<file path="src/rtl/button_event_classifier.sv">
`default_nettype none
// +--------------------------------------------------------------------------+
// | button_event_classifier                                                  |
// | Turns a debounced button level into short/double/long/repeat pulses.     |
// | Rev 1.0                                                                  |
// +--------------------------------------------------------------------------+
module button_event_classifier #(
    parameter int CLK_PERIOD_NS = 10,
    parameter int LONG_PRESS_MS = 500,
    parameter int DOUBLE_GAP_MS = 250,
    parameter int REPEAT_MS     = 100
) (
    input  logic       clk_in,
    input  logic       rst_n_in,
    input  logic       btn_in,
    output logic       short_press_out,
    output logic       double_press_out,
    output logic       long_press_out,
    output logic       repeat_out,
    output logic [2:0] state_out
);
    localparam int c_ms_cycles = 1_000_000 / CLK_PERIOD_NS;
    localparam int c_pre_w     = (c_ms_cycles > 1) ? $clog2(c_ms_cycles) : 1;
    localparam int c_max_lg    = (LONG_PRESS_MS > DOUBLE_GAP_MS) ? LONG_PRESS_MS : DOUBLE_GAP_MS;
    localparam int c_max_ms    = (c_max_lg > REPEAT_MS) ? c_max_lg : REPEAT_MS;
    localparam int c_cnt_w     = $clog2(c_max_ms + 1);

    localparam logic [c_pre_w-1:0] c_pre_last  = c_pre_w'(c_ms_cycles - 1);
    localparam logic [c_cnt_w-1:0] c_long_last = c_cnt_w'(LONG_PRESS_MS - 1);
    localparam logic [c_cnt_w-1:0] c_gap_last  = c_cnt_w'(DOUBLE_GAP_MS - 1);
    localparam logic [c_cnt_w-1:0] c_rep_last  = c_cnt_w'(REPEAT_MS - 1);
    localparam logic [c_cnt_w-1:0] c_cnt_max   = {c_cnt_w{1'b1}};
    localparam bit                 c_rep_en    = (REPEAT_MS != 0);

    typedef enum logic [2:0] {
        S_IDLE   = 3'd0,
        S_PRESS1 = 3'd1,
        S_GAP    = 3'd2,
        S_PRESS2 = 3'd3,
        S_HOLD   = 3'd4
    } state_t;

    state_t               r_state;
    state_t               w_next;
    logic                 r_btn_q;
    logic [c_pre_w-1:0]   r_pre;
    logic [c_cnt_w-1:0]   r_ms_cnt;
    logic                 r_short, r_double, r_long, r_repeat;

    logic w_rise, w_fall, w_tick, w_restart;
    logic w_short, w_double, w_long, w_repeat;

    assign w_rise = btn_in & ~r_btn_q;
    assign w_fall = ~btn_in & r_btn_q;
    assign w_tick = (r_pre == c_pre_last);

    // Edges are tested before expiry so a coincident edge always wins.
    always_comb begin
        w_next    = r_state;
        w_short   = 1'b0;
        w_double  = 1'b0;
        w_long    = 1'b0;
        w_repeat  = 1'b0;
        w_restart = 1'b0;
        case (r_state)
            S_IDLE: begin
                if (w_rise) w_next = S_PRESS1;
            end
            S_PRESS1: begin
                if (w_fall) begin
                    w_next = S_GAP;
                end else if (w_tick && r_ms_cnt == c_long_last) begin
                    w_next = S_HOLD;
                    w_long = 1'b1;
                end
            end
            S_GAP: begin
                if (w_rise) begin
                    w_next = S_PRESS2;
                end else if (w_tick && r_ms_cnt == c_gap_last) begin
                    w_next  = S_IDLE;
                    w_short = 1'b1;
                end
            end
            S_PRESS2: begin
                if (w_fall) begin
                    w_next   = S_IDLE;
                    w_double = 1'b1;
                end
            end
            S_HOLD: begin
                if (w_fall) begin
                    w_next = S_IDLE;
                end else if (c_rep_en && w_tick && r_ms_cnt == c_rep_last) begin
                    w_repeat  = 1'b1;
                    w_restart = 1'b1;
                end
            end
            default: w_next = S_IDLE;
        endcase
    end

    // btn_q resets high so a button held through reset never reads as a press.
    always_ff @(posedge clk_in) begin
        if (!rst_n_in) begin
            r_state  <= S_IDLE;
            r_btn_q  <= 1'b1;
            r_pre    <= '0;
            r_ms_cnt <= '0;
            r_short  <= 1'b0;
            r_double <= 1'b0;
            r_long   <= 1'b0;
            r_repeat <= 1'b0;
        end else begin
            r_state  <= w_next;
            r_btn_q  <= btn_in;
            r_pre    <= w_tick ? '0 : r_pre + 1'b1;
            if (w_next != r_state || w_restart) begin
                r_ms_cnt <= '0;
            end else if (w_tick && r_ms_cnt != c_cnt_max) begin
                r_ms_cnt <= r_ms_cnt + 1'b1;
            end
            r_short  <= w_short;
            r_double <= w_double;
            r_long   <= w_long;
            r_repeat <= w_repeat;
        end
    end

    assign short_press_out  = r_short;
    assign double_press_out = r_double;
    assign long_press_out   = r_long;
    assign repeat_out       = r_repeat;
    assign state_out        = r_state;

endmodule
`default_nettype wire

</file>
<file path="config.mk">
export PLATFORM = sky130hd
export DESIGN_NAME = button_event_classifier
export DESIGN_NICKNAME = d
export VERILOG_FILES = /design/src/rtl/button_event_classifier.sv
export SDC_FILE = /design/constraint.sdc
export NUM_CORES = 1
export LEC_CHECK = 0
export ABC_AREA = 1
export BUFFER_PORTS_ARGS = -buffer_cell sky130_fd_sc_hd__buf_4
export CAP_MARGIN = 40
export CORE_MARGIN = 4
export CORE_UTILIZATION = 54
export CTS_BUF_LIST = sky130_fd_sc_hd__clkbuf_16
export DETAILED_ROUTE_END_ITERATION = 8
export PLACE_DENSITY = 0.72
export SLEW_MARGIN = 30
export SYNTH_ARGS = -nofsm -noshare
export SYNTH_HDL_FRONTEND = slang
export SYNTH_SLANG_ARGS = --single-unit
</file>
<file path="constraint.sdc">
create_clock -name clk_in -period 1.8 [get_ports clk_in]
set_input_delay 0.18 -clock clk_in [delete_from_list [all_inputs] [get_ports clk_in]]
set_output_delay 0.18 -clock clk_in [all_outputs]
set_load 0.1 [all_outputs]
</file>
; Yosys cells after proc, flatten, opt, wreduce, memory -nomap -nowiden
; Index checks and enable logic that the tools add are counted.
; W data, S select, Z words.
[word_totals]
latch_bits = 0
mem_bits_ro = 0
in_bits = 3
n_memories = 0
ramBits = 0
output_inout_bits = 7
ff_bits = 34
[op_classes]
n_mul = 0
n_div = 0
addsub = 2
order_cmp = 0
n_bitwise = 7
n_shift = 0
reduce_logical = 12
n_mux = 13
eq_ne = 10
[op_table]
columns = op, count
row1 = $mux W3, 6
row2 = $add A17 B1 Y17 const B, 1
row3 = $eq A17 B17 Y1 const B, 1
row4 = $pmux W3 S4, 1
row5 = $add A9 B1 Y9 const B, 1
row6 = $eq A9 B7 Y1 const B, 1
row7 = $eq A9 B8 Y1 const B, 1
row8 = $eq A9 B9 Y1 const B, 1
row9 = $ne A9 B9 Y1 const B, 1
row10 = $eq A3 B2 Y1 const B, 2
row11 = $mux W1, 6
row12 = $reduce_or A2 Y1, 3
row13 = $reduce_or A3 Y1, 2
row14 = $not A1 Y1, 5
row15 = $logic_and A1 B1 Y1, 4
row16 = $eq A3 B1 Y1 const B, 1
row17 = $eq A3 B3 Y1 const B, 1
row18 = $logic_not A3 Y1, 1
row19 = $ne A3 B3 Y1, 1
row20 = $and A1 B1 Y1, 2
row21 = $reduce_and A2 Y1, 1
row22 = $logic_or A1 B1 Y1, 1

; Longest topological paths before layout
; Gate-level depths: netlist of run 1.
[depth]
ltp_word = 8
depth_mapped = 12
ltp_nobuf = 12

; Least setup slack after synthesis of run 1
; Ideal clock, no wire load.
[synth_path]
path_kind = register to register
start = register r_state[2] (netlist: state_out[2])
end = register r_ms_cnt[1]
required_time_ps = 1680
path_stages_with_launch = 8
period_less_slack_ps = 2039
setup_ps = 120
path_buffers = 0
path_slack_ps = -239
t_arrival_ps = 1919
cell_sequence = dfxtp_1 -> inv_1 -> nand3_1 -> nor2_1 -> nor2_1 -> nand3_1 -> nand2_2 -> nor3_1
[synth_between]
elab_chain_cells = 6
word_cells_on_any_way = 17
[synth_rtl]
columns = item, line
row1 = from (decl), 43  ; state_t r_state;
row2 = from (signal assigned), 115  ; r_state <= w_next;
row3 = $eq A3 B3 Y1 (tied with other cells), 65  ; case (r_state)
row4 = $reduce_or A2 Y1 (no source line) (tied with other cells), --
row5 = $pmux W3 S4, 65
row6 = $ne A3 B3 Y1, 118  ; if (w_next != r_state || w_restart) begin
row7 = $logic_or A1 B1 Y1 *, 118
row8 = $reduce_or A2 Y1 (no source line) *, --
row9 = to (signal assigned), 121  ; r_ms_cnt <= r_ms_cnt + 1'b1;
row10 = to (decl), 47  ; logic [c_cnt_w-1:0] r_ms_cnt;
; Mark *: on every way between the ends. The rest lies on a longest branch, timed or not.
; A chain may end at the register's enable or synchronous reset.

; Worst setup path after layout of run 1
[layout_path]
start = register r_ms_cnt[0]
end = register r_ms_cnt[0]
[layout_between]
elab_chain_cells = 8
word_cells_on_any_way = 20
[layout_rtl]
columns = item, line
row1 = $eq A9 B8 Y1 / $eq A9 B9 Y1 (equally long branches), "80, 72"
row2 = "$logic_and A1 B1 Y1, on equally long branches", "80, 72"
row3 = "$mux W3, on equally long branches", "80, 72"
row4 = "$mux W3, on equally long branches", "78, 70"
row5 = $pmux W3 S4, 65
row6 = $ne A3 B3 Y1, 118
row7 = $logic_or A1 B1 Y1, 118
row8 = $reduce_or A2 Y1 (no source line), --
; Parallel ways exist; a longest one is shown, timed or not.

==> load_flow_metrics.sql, run 1 <==
INSERT INTO impl_metrics (metric_group, metric, value, unit) VALUES
('layout', 'nets', '323', ''),
('yosys', 'yosys_most_used_dff', 'sky130_fd_sc_hd__dfxtp_1', ''),
('global_routing', 'globalRouteOverflowTotal', '0', ''),
('yosys', 'synth_nets', '294', ''),
('power', 'swShare', '21.9', '%'),
('power', 'power_leakage', '0.903', 'nW'),
('sta', 'finalMaxSlewViolations', '0', ''),
('power', 'power', '1.64', 'mW'),
('sta', 'period_share', '92.8', '%'),
('floorplanning', 'ios', '10', ''),
('route', 'post-route-drc-count', '0', ''),
('route', 'totalWireLength', '4290', 'um'),
('power', 'power_per_cell_area', '711', 'nW/um^2'),
('cts', 'cts-buffers-inserted', '5', ''),
('sta', 'postLayoutSetupSlackWorst', '0.130', 'ns'),
('critical_path', 'cp.arrival', '1.87', 'ns'),
('yosys', 'yosys_register_bits', '34', ''),
('power', 'vdd.ir_drop.worst', '0.428', 'mV'),
('place', 'dp.final_hpwl', '3090', 'um'),
('sta', 'setup-tns-final', '0', 'ns'),
('route', 'vias_per_cell', '5.13', ''),
('cts', 'cts.htree.levels', '2', ''),
('sta', 'timing_worst_slew_pin_value', '0.362', 'ns'),
('yosys', 'synth.area.top_cells', 'sky130_fd_sc_hd__dfxtp_1, sky130_fd_sc_hd__nand2_1, sky130_fd_sc_hd__inv_1, sky130_fd_sc_hd__nor2_1, sky130_fd_sc_hd__nand3_1', ''),
('sta', 'slew-limit-headroom', '75.7', '%'),
('yosys', 'synth.distinct_cells', '28', ''),
('yosys', 'share_of_the_synthesized_area_in_the_top_cell_type', '35.3', '%'),
('layout', 'num_antenna_cells', '0', ''),
('route', 'antenna_violating_nets_post_route', '0', ''),
('floorplanning', 'fp-row-count', '21', ''),
('cts', 'cts.hold.buffers_added', '0', ''),
('sta', 'finalHoldViolCount', '0', ''),
('worst_hold_path', 'holdCritPathClass', 'input pin to register', ''),
('place', 'portBuffers', '9', ''),
('critical_path', 'crit_path_max_fanout', '7', ''),
('yosys', 'yosysSeqAreaShare', '35.3', '%'),
('sta', 'fin_hold_ws', '0.102', 'ns'),
('layout', 'area_delta_synth_final', '19.9', '%'),
('layout', 'filler_cell_count', '297', ''),
('yosys', 'synthDominantAreaCellType', 'sky130_fd_sc_hd__dfxtp_1', ''),
('yosys', 'netlist_area', '1930', 'sq um'),
('yosys', 'synthesis.yosys.warnings', '0', ''),
('sta', 'max_freq', '0.599', 'GHz'),
('status', 'outcome', 'finished, final reports clean', ''),
('critical_path', 'startpoint_type', 'register', ''),
('cts', 'worst_skew_late_latency', '0.27', 'ns'),
('place', 'preCtsSetupSlack', '0.0409', 'ns'),
('cts', 'tritoncts_clock_tree', 'yes', ''),
('critical_path', 'cp.required', '2.00', 'ns'),
('power', 'share_comb_of_total_power', '4.8', '%'),
('cts', 'clkSlewWorstSetupHoldPaths', '0.05', 'ns'),
('route', 'wire_per_inst', '11.8', 'um'),
('critical_path', 'endpoint_kind', 'register', ''),
('sta', 'finalClockSkew', '0.00416', 'ns'),
('route', 'drtIter0Drc', '145', ''),
('floorplanning', 'design.die.area', '4590', 'sq um'),
('floorplanning', 'chipHeight', '67.8', 'um'),
('global_routing', 'grt_pass1_wl', '6880', 'um'),
('cts', 'clk_sink_count', '34', ''),
('floorplanning', 'die_w', '67.8', 'um'),
('job', 'max_cap_violations', '0', ''),
('critical_path', 'path_class', 'register to register', ''),
('yosys', 'yosysMostFrequentCell', 'sky130_fd_sc_hd__nand2_1', ''),
('yosys', 'syn-mean-instance-area', '6.72', 'sq um'),
('global_routing', 'grt_util_all_layers', '20.0', '%'),
('power', 'clockPowerShare', '48.3', '%'),
('cts', 'cts.path.max_buffers', '2', ''),
('sta', 'final-setup-viol-count', '0', ''),
('floorplanning', 'start_util', '56.9', '%'),
('power', 'switching_power', '359', 'uW'),
('power', 'cell_internal_pwr', '1.28', 'mW');
per-stage QoR:
stage               instances  utilization (%)  instance area, sq um
floorplan                 287                -                  1930
global placement          351             62.7                  2120
detailed placement        351             62.7                  2120
CTS                       359             66.7                  2260
global route              363             68.2                  2310
finish                    363             68.2                  2310
sequential cells by signal (all words and copies together), names as in the netlist:
name              count
state_out             3
r_ms_cnt              9
double_press_out      1
r_pre                17
repeat_out            1
r_btn_q               1
short_press_out       1
long_press_out        1
kinds of logic (layout without fill, tap and decap cells):
| family | Yosys count | count (layout) | synth area share (%) |
|---|---|---|---|
| simple gates | 181 | 182 | 45.1 |
| flops | 34 | 34 | 35.3 |
| xor+xnor | 6 | 6 | 2.73 |
| fa+ha+maj | 4 | 4 | 2.60 |
| buf+inv | 44 | 73 | 8.76 |
| compound gates | 18 | 18 | 5.52 |
final timing paths:
| kind | cells after the start | from | to | slack (ns) |
|---|---|---|---|---|
| worst min-delay path | 3 | btn_in | r_btn_q | 0.10 |
| worst max-delay path | 11 | r_ms_cnt[0] | r_ms_cnt[0] | 0.13 |
| worst min register to register | 1 | r_pre[0] | r_pre[0] | 0.43 |
| worst max register to register | 11 | r_ms_cnt[0] | r_ms_cnt[0] | 0.13 |
layout make-up:
cell class                 instances  area [sq um]  share of cell area, %
clock inverter                     3          12.5                  0.541
tap                               46          57.6                   2.49
clock buffer                       5           125                   5.41
multi-input combinational        210          1100                   47.8
sequential                        34           686                   29.7
timing repair buffer              22           165                   7.14
inverter                          43           161                   6.98
power groups by stage:
stage | clock network, mW | logic [mW] | registers (mW)
final | 0.794 | 0.0785 | 0.772
after global routing | 0.845 | 0.0865 | 0.772
after CTS | 0.810 | 0.0726 | 0.771
after detailed placement | 0 | 0.0719 | 0.786
after global placement | 0 | 0.0712 | 0.786
after floorplan | 0 | 0.0391 | 0.797
worst max-delay path: stages, from the launching register on:
cell and delay, ns:
sky130_fd_sc_hd__dfxtp_1 0.31, sky130_fd_sc_hd__ha_1 0.23, sky130_fd_sc_hd__nand2_1 0.13, sky130_fd_sc_hd__nor2_1 0.07, sky130_fd_sc_hd__ha_1 0.18, sky130_fd_sc_hd__inv_2 0.12, sky130_fd_sc_hd__nand3_2 0.15, sky130_fd_sc_hd__clkinv_1 0.11
sky130_fd_sc_hd__nand2_1 0.05, sky130_fd_sc_hd__nand2_1 0.06, sky130_fd_sc_hd__inv_1 0.05, sky130_fd_sc_hd__nor3_2 0.15
routing by layer:
layer  track usage, %  routed length [um]  up-vias  share of wire, %
li1                 -                   -      970                 -
met1             25.7                2110      839                49
met2             32.2                1920       45                45
met3             4.99                 208        9               4.8
met4             7.09                  60        0               1.4
met5                0                   0        -                 0
repair_timing:
| action | 4_1_cts | 5_1_grt |
|---|---|---|
| gates resized for setup | 0 | 8 |
| buffers inserted | 0 | 3 |
| endpoints found under the setup margin | 0 | 10 |
cells in the final DEF, fill, tap and decap left out, types with 2 or more instances in the layout:
cell type / count
sky130_fd_sc_hd__dfxtp_1: 30
sky130_fd_sc_hd__dfxtp_2: 4
sky130_fd_sc_hd__nor2_4: 5
sky130_fd_sc_hd__ha_1: 3
sky130_fd_sc_hd__clkbuf_16: 5
sky130_fd_sc_hd__buf_4: 22
sky130_fd_sc_hd__xor2_1: 3
sky130_fd_sc_hd__nor3b_1: 4
sky130_fd_sc_hd__nor2_1: 39
sky130_fd_sc_hd__nor4_1: 2
sky130_fd_sc_hd__nand3_2: 5
sky130_fd_sc_hd__clkinv_1: 2
sky130_fd_sc_hd__nor2_2: 7
sky130_fd_sc_hd__xnor2_1: 3
sky130_fd_sc_hd__o21ai_1: 2
sky130_fd_sc_hd__o21ai_0: 2
sky130_fd_sc_hd__nand2_1: 65
sky130_fd_sc_hd__inv_2: 3
sky130_fd_sc_hd__a21oi_1: 9
sky130_fd_sc_hd__nand2_2: 8
sky130_fd_sc_hd__nand4_1: 3
sky130_fd_sc_hd__nand3_1: 20
sky130_fd_sc_hd__nor3_1: 20
sky130_fd_sc_hd__inv_1: 40
sky130_fd_sc_hd__nor3_2: 3
Power figures use the tool's default switching activity.
==> run 2: changes to the inputs <==
--- a/config.mk
+++ b/config.mk
@@ -5,14 +5,13 @@
 export SDC_FILE = /design/constraint.sdc
 export NUM_CORES = 1
 export LEC_CHECK = 0
-export ABC_AREA = 1
 export BUFFER_PORTS_ARGS = -buffer_cell sky130_fd_sc_hd__buf_4
 export CAP_MARGIN = 40
 export CORE_MARGIN = 4
-export CORE_UTILIZATION = 54
-export CTS_BUF_LIST = sky130_fd_sc_hd__clkbuf_16
+export CORE_UTILIZATION = 56
+export CTS_BUF_LIST = sky130_fd_sc_hd__clkbuf_4 sky130_fd_sc_hd__clkbuf_8
 export DETAILED_ROUTE_END_ITERATION = 8
-export PLACE_DENSITY = 0.72
+export PLACE_DENSITY = 0.75
 export SLEW_MARGIN = 30
 export SYNTH_ARGS = -nofsm -noshare
 export SYNTH_HDL_FRONTEND = slang
==> run 2 against run 1 <==
The run now ends with setup timing left; wire length fell by 10%; final cell count is 28% lower; largest power group is now registers; global-route usage rose by 1.1 points; combinational power up 14%; worst setup slack got worse by 0.22 ns.
==> load_flow_metrics.sql, run 2 <==
INSERT INTO impl_metrics (metric_group, metric, value, unit) VALUES
('cts', 'clkSlewWorstSetupHoldPaths', '0.11', 'ns'),
('job', 'max_cap_violations', '0', ''),
('route', 'totalWireLength', '3850', 'um'),
('critical_path', 'reg2reg_slack', '-0.09', 'ns'),
('yosys', 'netlist_area', '1660', 'sq um'),
('yosys', 'postSynthCellCount', '190', ''),
('yosys', 'yosys_register_bits', '34', ''),
('layout', 'filler_cell_count', '211', ''),
('yosys', 'synth_common_cells', 'sky130_fd_sc_hd__nor2_1, sky130_fd_sc_hd__dfxtp_1, sky130_fd_sc_hd__xor2_1', ''),
('layout', 'nets', '237', ''),
('status', 'outcome', 'complete, but fails checks', ''),
('layout', 'final_layout_size_suffix_gt1_share', '32.9', '%'),
('critical_path', 'worst_r2r_end', 'state_out[0]', ''),
('place', 'dp.final_hpwl', '2810', 'um'),
('cts', 'clk_sink_count', '34', ''),
('layout', 'layout.cells.most_common_list', 'sky130_fd_sc_hd__nor2_1, sky130_fd_sc_hd__buf_4, sky130_fd_sc_hd__dfxtp_1', ''),
('critical_path', 'critical_path.top_delay_family', 'simple AND/OR/NAND/NOR gates', ''),
('route', 'drtIter0Drc', '88', ''),
('global_routing', 'initial_antenna_violation_count', '0', ''),
('sta', 'setup-tns-final', '-0.699', 'ns'),
('cts', 'worst_skew_late_latency', '0.33', 'ns'),
('layout', 'area_delta_synth_final', '27.5', '%'),
('yosys', 'synthDominantAreaCellType', 'sky130_fd_sc_hd__dfxtp_1', ''),
('power', 'power', '1.30', 'mW'),
('floorplanning', 'die_w', '62.5', 'um'),
('critical_path', 'timing.critical_path.slowest_stage_cell', 'sky130_fd_sc_hd__or4b_4', ''),
('sta', 'final-setup-viol-count', '13', ''),
('global_routing', 'globalRouteOverflowTotal', '0', ''),
('floorplanning', 'fp-row-count', '19', ''),
('power', 'vdd.ir_drop.worst', '0.569', 'mV'),
('critical_path', 'cp.buffers_inverters', '1', ''),
('floorplanning', 'design.core.area', '2810', 'sq um'),
('layout', 'seqCellArea', '697', 'sq um'),
('global_routing', 'grt_util_all_layers', '21.0', '%'),
('cts', 'ctsRootBufferMaster', 'sky130_fd_sc_hd__clkbuf_4', ''),
('yosys', 'synth_nets', '197', ''),
('critical_path', 'crit_path_max_fanout', '4', ''),
('critical_path', 'cpPeakStageDelay', '0.58', 'ns'),
('critical_path', 'path_class', 'register to register', ''),
('critical_path', 'cp.required', '2.04', 'ns'),
('yosys', 'asyncSetResetFlopFracSynth', '0', '%'),
('yosys', 'yosysMostFrequentCell', 'sky130_fd_sc_hd__nor2_1', ''),
('power', 'power_per_cell_area', '613', 'nW/um^2'),
('layout', 'multi_input_gate_area_in_the_final_layout', '1030', 'sq um'),
('worst_hold_path', 'hold_path.startpoint', 'btn_in', ''),
('route', 'post-route-drc-count', '0', ''),
('layout', 'layout_commonest_cell', 'sky130_fd_sc_hd__nor2_1', ''),
('yosys', 'synth.distinct_cells', '38', ''),
('layout', 'num_antenna_cells', '0', ''),
('critical_path', 'startpoint_type', 'register', ''),
('sta', 'finalClockSkew', '0.0150', 'ns'),
('yosys', 'synth_edf_count', '0', ''),
('sta', 'finalMaxSlewViolations', '0', ''),
('route', 'vias_per_cell', '5.75', ''),
('place', 'preCtsSetupSlack', '-0.125', 'ns'),
('worst_hold_path', 'min_path_cells', '2', ''),
('sta', 'fin_hold_ws', '0.0820', 'ns'),
('floorplanning', 'design.die.area', '3900', 'sq um'),
('route', 'antenna_violating_nets_post_route', '0', ''),
('cts', 'cts.htree.levels', '2', ''),
('sta', 'finalHoldViolCount', '0', ''),
('status', 'failing_checks', 'setup timing', ''),
('floorplanning', 'chipHeight', '62.5', 'um'),
('route', 'wire_per_inst', '14.7', 'um'),
('sta', 'rsz0062_at_grt', 'yes', ''),
('sta', 'max_freq', '0.528', 'GHz'),
('yosys', 'synthesis.yosys.warnings', '0', ''),
('critical_path', 'crit_chain', 'or4b_4 > nor4_4 > nand4_1 > buf_4 > nor2_2 > nor3_1', ''),
('yosys', 'yosys_most_used_dff', 'sky130_fd_sc_hd__dfxtp_1', ''),
('yosys', 'share_of_the_synthesized_area_in_the_top_cell_type', '41.0', '%'),
('critical_path', 'endpoint_kind', 'register', ''),
('global_routing', 'grt_pass1_vias', '1497', ''),
('cts', 'cts-buffers-inserted', '5', ''),
('layout', 'max_flop_register', 'r_pre', ''),
('floorplanning', 'ios', '10', ''),
('critical_path', 'rr_worst_depth', '6', ''),
('route', 'detailedRoute.firstPassIterationCount', '4', ''),
('global_routing', 'grt_pass1_wl', '6580', 'um'),
('floorplanning', 'start_util', '59.2', '%'),
('layout', 'largest_register_ffs', '17', ''),
('yosys', 'synth.area.top_cells', 'sky130_fd_sc_hd__dfxtp_1, sky130_fd_sc_hd__nor2_1, sky130_fd_sc_hd__xor2_1, sky130_fd_sc_hd__nand3_1, sky130_fd_sc_hd__nand4_1', ''),
('place', 'final_weighted_congestion_in_routability_driven_placement', '0.829', ''),
('place', 'portBuffers', '9', ''),
('route', 'route.met2.wl', '1950', 'um'),
('worst_hold_path', 'holdCritPathClass', 'input pin to register', ''),
('route', 'routed-via-count', '1506', ''),
('sta', 'post-route-min-period', '1.89', 'ns'),
('route', 'wl_met1', '1640', 'um'),
('sta', 'period_share', '105', '%'),
('sta', 'slew-limit-headroom', '73.5', '%'),
('yosys', 'yosysSeqAreaShare', '41.0', '%'),
('global_routing', 'largest_net_degree_at_the_start_of_global_routing', '17', ''),
('critical_path', 'cp.arrival', '2.13', 'ns'),
('route', 'top_layer_used', 'met4', ''),
('worst_hold_path', 'hold_path_end', 'r_btn_q', ''),
('yosys', 'syn-mean-instance-area', '8.74', 'sq um'),
('cts', 'tritoncts_clock_tree', 'yes', ''),
('cts', 'cts.path.max_buffers', '2', ''),
('sta', 'postLayoutSetupSlackWorst', '-0.0946', 'ns'),
('critical_path', 'critical_path.reg2reg.startpoint', 'r_pre[11]', ''),
('route', 'dr_wl_met3', '201', 'um'),
('power', 'power_leakage', '0.819', 'nW'),
('sta', 'timing_worst_slew_pin_value', '0.391', 'ns');
run 2: cell types whose count changed in the layout (fill, tap and decap cells not counted), sizes merged, moves of 8 or more:
cell / previous run / this run
inv: 43 / 4
nor3: 23 / 3
nand3: 25 / 13
xor2: 3 / 16
nand2: 74 / 11
nor2: 51 / 43
buf: 22 / 36
run 2: worst max-delay path by stage:
stage / start / to / slack, ns / cells after the start
2_1_floorplan: r_pre[0] / r_ms_cnt[8] / 0.008 / 7
3_3_place_gp: r_ms_cnt[0] / r_ms_cnt[7] / -0.03 / 9
3_5_place_dp: r_ms_cnt[0] / r_ms_cnt[7] / -0.13 / 9
4_1_cts: r_pre[6] / r_ms_cnt[7] / -0.08 / 6
5_1_grt: r_pre[11] / state_out[0] / -0.16 / 6
6_report: r_pre[11] / state_out[0] / -0.09 / 6
run 2: worst reg2reg max path, delay by kind of cell, from the launching register on:
kind	cells	cell delay [ns]
simple gates	5	1.29
buf+inv	1	0.18
flops	1	0.33
run 2: routing by layer:
metal | track usage [%] | up-vias
met5 | 0 | -
met1 | 23.3 | 710
met3 | 7.73 | 10
met2 | 37.5 | 42
li1 | - | 744
met4 | 5.79 | 0
run 2: layout make-up:
| type | count | share of cell area (%) |
|---|---|---|
| clock buffers | 8 | 2.84 |
| inverters | 4 | 0.709 |
| multi-input cells | 149 | 48.8 |
| flip-flops and latches | 34 | 32.9 |
| well taps | 31 | 1.83 |
| repair buffers | 36 | 12.9 |
run 2: report_power, final:
group          switching (mW)  total (mW)  internal, mW
sequential            0.00874       0.767         0.759
combinational          0.0555      0.0896        0.0341
clock                   0.240       0.441         0.201
run 2: logic make-up after synthesis:
group	after synthesis	share of synthesized area, %
multiplexers	1	0.603
flip-flops	34	41.0
XOR/XNOR	22	11.6
adder cells (fa/ha/maj)	4	3.01
buffers and inverters	8	2.49
AND/OR/NAND/NOR	111	36.0
AO/OA/AOI/OAI	10	5.27
run 2: repair_timing:
action / CTS / global route
setup endpoints to repair: 10 / 29
resized for setup: 15 / 7
pin swaps: 12 / 7
hold buffers: 0 / 0
setup buffers: 2 / 1
cloned: 1 / 0
run 2: through the flow:
step           utilization [%]  std cells  area [sq um]
6_report                  75.5        262          2120
3_5_place_dp              69.2        250          1940
4_1_cts                   74.4        261          2090
5_1_grt                   75.5        262          2120
2_1_floorplan                -        190          1680
3_3_place_gp              69.2        250          1940
==> run 3: changes to the inputs <==
--- a/config.mk
+++ b/config.mk
@@ -8,10 +8,10 @@
 export BUFFER_PORTS_ARGS = -buffer_cell sky130_fd_sc_hd__buf_4
 export CAP_MARGIN = 40
 export CORE_MARGIN = 4
-export CORE_UTILIZATION = 56
+export CORE_UTILIZATION = 59
 export CTS_BUF_LIST = sky130_fd_sc_hd__clkbuf_4 sky130_fd_sc_hd__clkbuf_8
 export DETAILED_ROUTE_END_ITERATION = 8
-export PLACE_DENSITY = 0.75
+export PLACE_DENSITY = 0.76
 export SLEW_MARGIN = 30
 export SYNTH_ARGS = -nofsm -noshare
 export SYNTH_HDL_FRONTEND = slang
==> constraint.sdc (replaced) <==
create_clock -name clk_in -period 2 [get_ports clk_in]
set_input_delay 0.2 -clock clk_in [delete_from_list [all_inputs] [get_ports clk_in]]
set_output_delay 0.2 -clock clk_in [all_outputs]
set_load 0.1 [all_outputs]
==> run 3 against run 2 <==
The flow now finishes without violations; flip-flop and latch count did not move; clock-buffer cell count fell by 1; clock skew fell by 0.0085 ns; die area fell by 4.4%; wire length fell by 12%; hold slack improved by 0.0072 ns; critical path type unchanged.
==> load_flow_metrics.sql, run 3 (synthesis results as in run 2) <==
INSERT INTO impl_metrics (metric_group, metric, value, unit) VALUES
('sta', 'finalHoldViolCount', '0', ''),
('route', 'totalWireLength', '3400', 'um'),
('layout', 'max_flop_register', 'r_pre', ''),
('job', 'max_cap_violations', '0', ''),
('floorplanning', 'design.die.area', '3730', 'sq um'),
('global_routing', 'globalRouteOverflowTotal', '0', ''),
('sta', 'finalMaxSlewViolations', '0', ''),
('route', 'vias_per_cell', '5.86', ''),
('critical_path', 'crit_path_max_fanout', '5', ''),
('place', 'dpl.cell_count', '231', ''),
('layout', 'layout.cells.most_common_list', 'sky130_fd_sc_hd__nor2_1, sky130_fd_sc_hd__dfxtp_1, sky130_fd_sc_hd__xor2_1, sky130_fd_sc_hd__buf_4, sky130_fd_sc_hd__nand3_1', ''),
('place', 'dp.final_hpwl', '2400', 'um'),
('critical_path', 'critical_path.reg2reg.startpoint', 'r_pre[12]', ''),
('critical_path', 'path_class', 'register to register', ''),
('route', 'wire_per_inst', '14.1', 'um'),
('cts', 'tritoncts_clock_tree', 'yes', ''),
('route', 'routed-via-count', '1412', ''),
('floorplanning', 'fp-row-count', '18', ''),
('sta', 'post-route-min-period', '1.99', 'ns'),
('sta', 'final-setup-viol-count', '0', ''),
('worst_hold_path', 'holdCritPathClass', 'input pin to register', ''),
('sta', 'setup-tns-final', '0', 'ns'),
('floorplanning', 'chipHeight', '61.1', 'um'),
('critical_path', 'rr_worst_depth', '5', ''),
('worst_hold_path', 'min_path_cells', '2', ''),
('layout', 'num_antenna_cells', '0', ''),
('layout', 'area_delta_synth_final', '14.4', '%'),
('critical_path', 'endpoint_kind', 'register', ''),
('place', 'portBuffers', '9', ''),
('layout', 'nets', '217', ''),
('power', 'power_leakage', '0.727', 'nW'),
('critical_path', 'startpoint_type', 'register', ''),
('layout', 'layout_commonest_cell', 'sky130_fd_sc_hd__nor2_1', ''),
('floorplanning', 'die_w', '61.1', 'um'),
('global_routing', 'grt_pass1_vias', '1256', ''),
('power', 'vdd.ir_drop.worst', '0.522', 'mV'),
('cts', 'ctsRootBufferMaster', 'sky130_fd_sc_hd__clkbuf_4', ''),
('global_routing', 'grt_pass1_wl', '5490', 'um'),
('sta', 'slew-limit-headroom', '62.7', '%'),
('route', 'drtIter0Drc', '88', ''),
('sta', 'max_freq', '0.503', 'GHz'),
('critical_path', 'cp.arrival', '2.22', 'ns'),
('cts', 'worst_skew_late_latency', '0.34', 'ns'),
('status', 'outcome', 'finished, final reports clean', ''),
('cts', 'cts.path.max_buffers', '2', ''),
('route', 'detailedRoute.firstPassIterationCount', '4', ''),
('layout', 'final_util', '73.3', '%'),
('worst_hold_path', 'hold_path.startpoint', 'btn_in', ''),
('layout', 'largest_register_ffs', '17', ''),
('route', 'post-route-drc-count', '0', ''),
('layout', 'final_layout_size_suffix_gt1_share', '19.9', '%'),
('global_routing', 'initial_antenna_violation_count', '0', ''),
('global_routing', 'grt_util_all_layers', '20.0', '%'),
('cts', 'cts.htree.levels', '2', ''),
('route', 'antenna_violating_nets_post_route', '0', ''),
('cts', 'clkSlewWorstSetupHoldPaths', '0.10', 'ns'),
('worst_hold_path', 'hold_path_end', 'r_btn_q', ''),
('power', 'power', '1.17', 'mW'),
('critical_path', 'worst_r2r_end', 'r_ms_cnt[8]', ''),
('power', 'power_per_cell_area', '615', 'nW/um^2'),
('global_routing', 'largest_net_degree_at_the_start_of_global_routing', '17', ''),
('layout', 'final_cells', '241', ''),
('sta', 'finalClockSkew', '0.00658', 'ns'),
('floorplanning', 'ios', '10', ''),
('cts', 'cts-buffers-inserted', '5', ''),
('layout', 'filler_cell_count', '204', ''),
('place', 'final_weighted_congestion_in_routability_driven_placement', '0.853', ''),
('sta', 'timing_worst_slew_pin_value', '0.556', 'ns'),
('floorplanning', 'design.core.area', '2590', 'sq um'),
('floorplanning', 'start_util', '64.1', '%'),
('critical_path', 'cp.required', '2.23', 'ns'),
('cts', 'clk_sink_count', '34', ''),
('sta', 'period_share', '99.5', '%'),
('critical_path', 'reg2reg_slack', '0.01', 'ns'),
('cts', 'cts.hold.buffers_added', '0', '');
[run 3: per-layer routing]
layer | vias up | wire (um) | global-route usage, %
met4 | 0 | 72 | 9.91
met2 | 25 | 1520 | 29.6
met1 | 679 | 1660 | 25.9
li1 | 698 | - | -
met5 | - | 0 | 0
met3 | 10 | 145 | 6.71
[run 3: repair_timing]
action	4_1_cts	5_1_grt
endpoints found under the setup margin	0	27
resized for setup	0	6
buffers inserted	0	1
endpoints found under the hold margin	0	0
[run 3: cell type report]
cell class / instances / area, sq um / share of cell area [%]
multi-input cells: 149 / 978 / 51.5
repair buffers: 16 / 120 / 6.32
inverters: 4 / 15.0 / 0.791
clock buffers: 7 / 58.8 / 3.10
clock inverters: 1 / 5.00 / 0.264
well taps: 30 / 37.5 / 1.98
flip-flops and latches: 34 / 684 / 36.0
[run 3: worst max-delay path by stage]
stage,to,slack (ns),start,cells past startpoint
5_1_grt,r_pre[5],-0.05,r_pre[12],5
2_1_floorplan,r_ms_cnt[8],0.12,r_pre[5],6
4_1_cts,r_ms_cnt[5],0.005,r_pre[8],5
3_5_place_dp,r_ms_cnt[5],0.02,r_pre[8],5
3_3_place_gp,r_ms_cnt[8],0.09,r_pre[12],5
6_report,r_ms_cnt[8],0.01,r_pre[12],5
[run 3: critical path, cell delays in order (launching register included)]
cell and delay, ns:
sky130_fd_sc_hd__dfxtp_1 0.36, sky130_fd_sc_hd__or4_4 0.57, sky130_fd_sc_hd__nor4_4 0.44, sky130_fd_sc_hd__and2_4 0.27
sky130_fd_sc_hd__mux2i_1 0.19, sky130_fd_sc_hd__nor2_1 0.05
[run 3: per-stage QoR]
stage	instance area, sq um	hold WS, ns	setup slack [ns]
global placement	1790	0.431	0.0916
CTS	1850	0.0798	0.00458
detailed placement	1790	0.435	0.0200
global route	1900	0.0849	-0.0480
finish	1900	0.0893	0.0103
floorplan	1660	0.273	0.118
[run 3: where the power goes]
group | switching [mW] | leakage, nW | internal [mW]
clock | 0.229 | 0.0387 | 0.184
sequential | 0.0101 | 0.276 | 0.685
combinational | 0.0408 | 0.412 | 0.0210
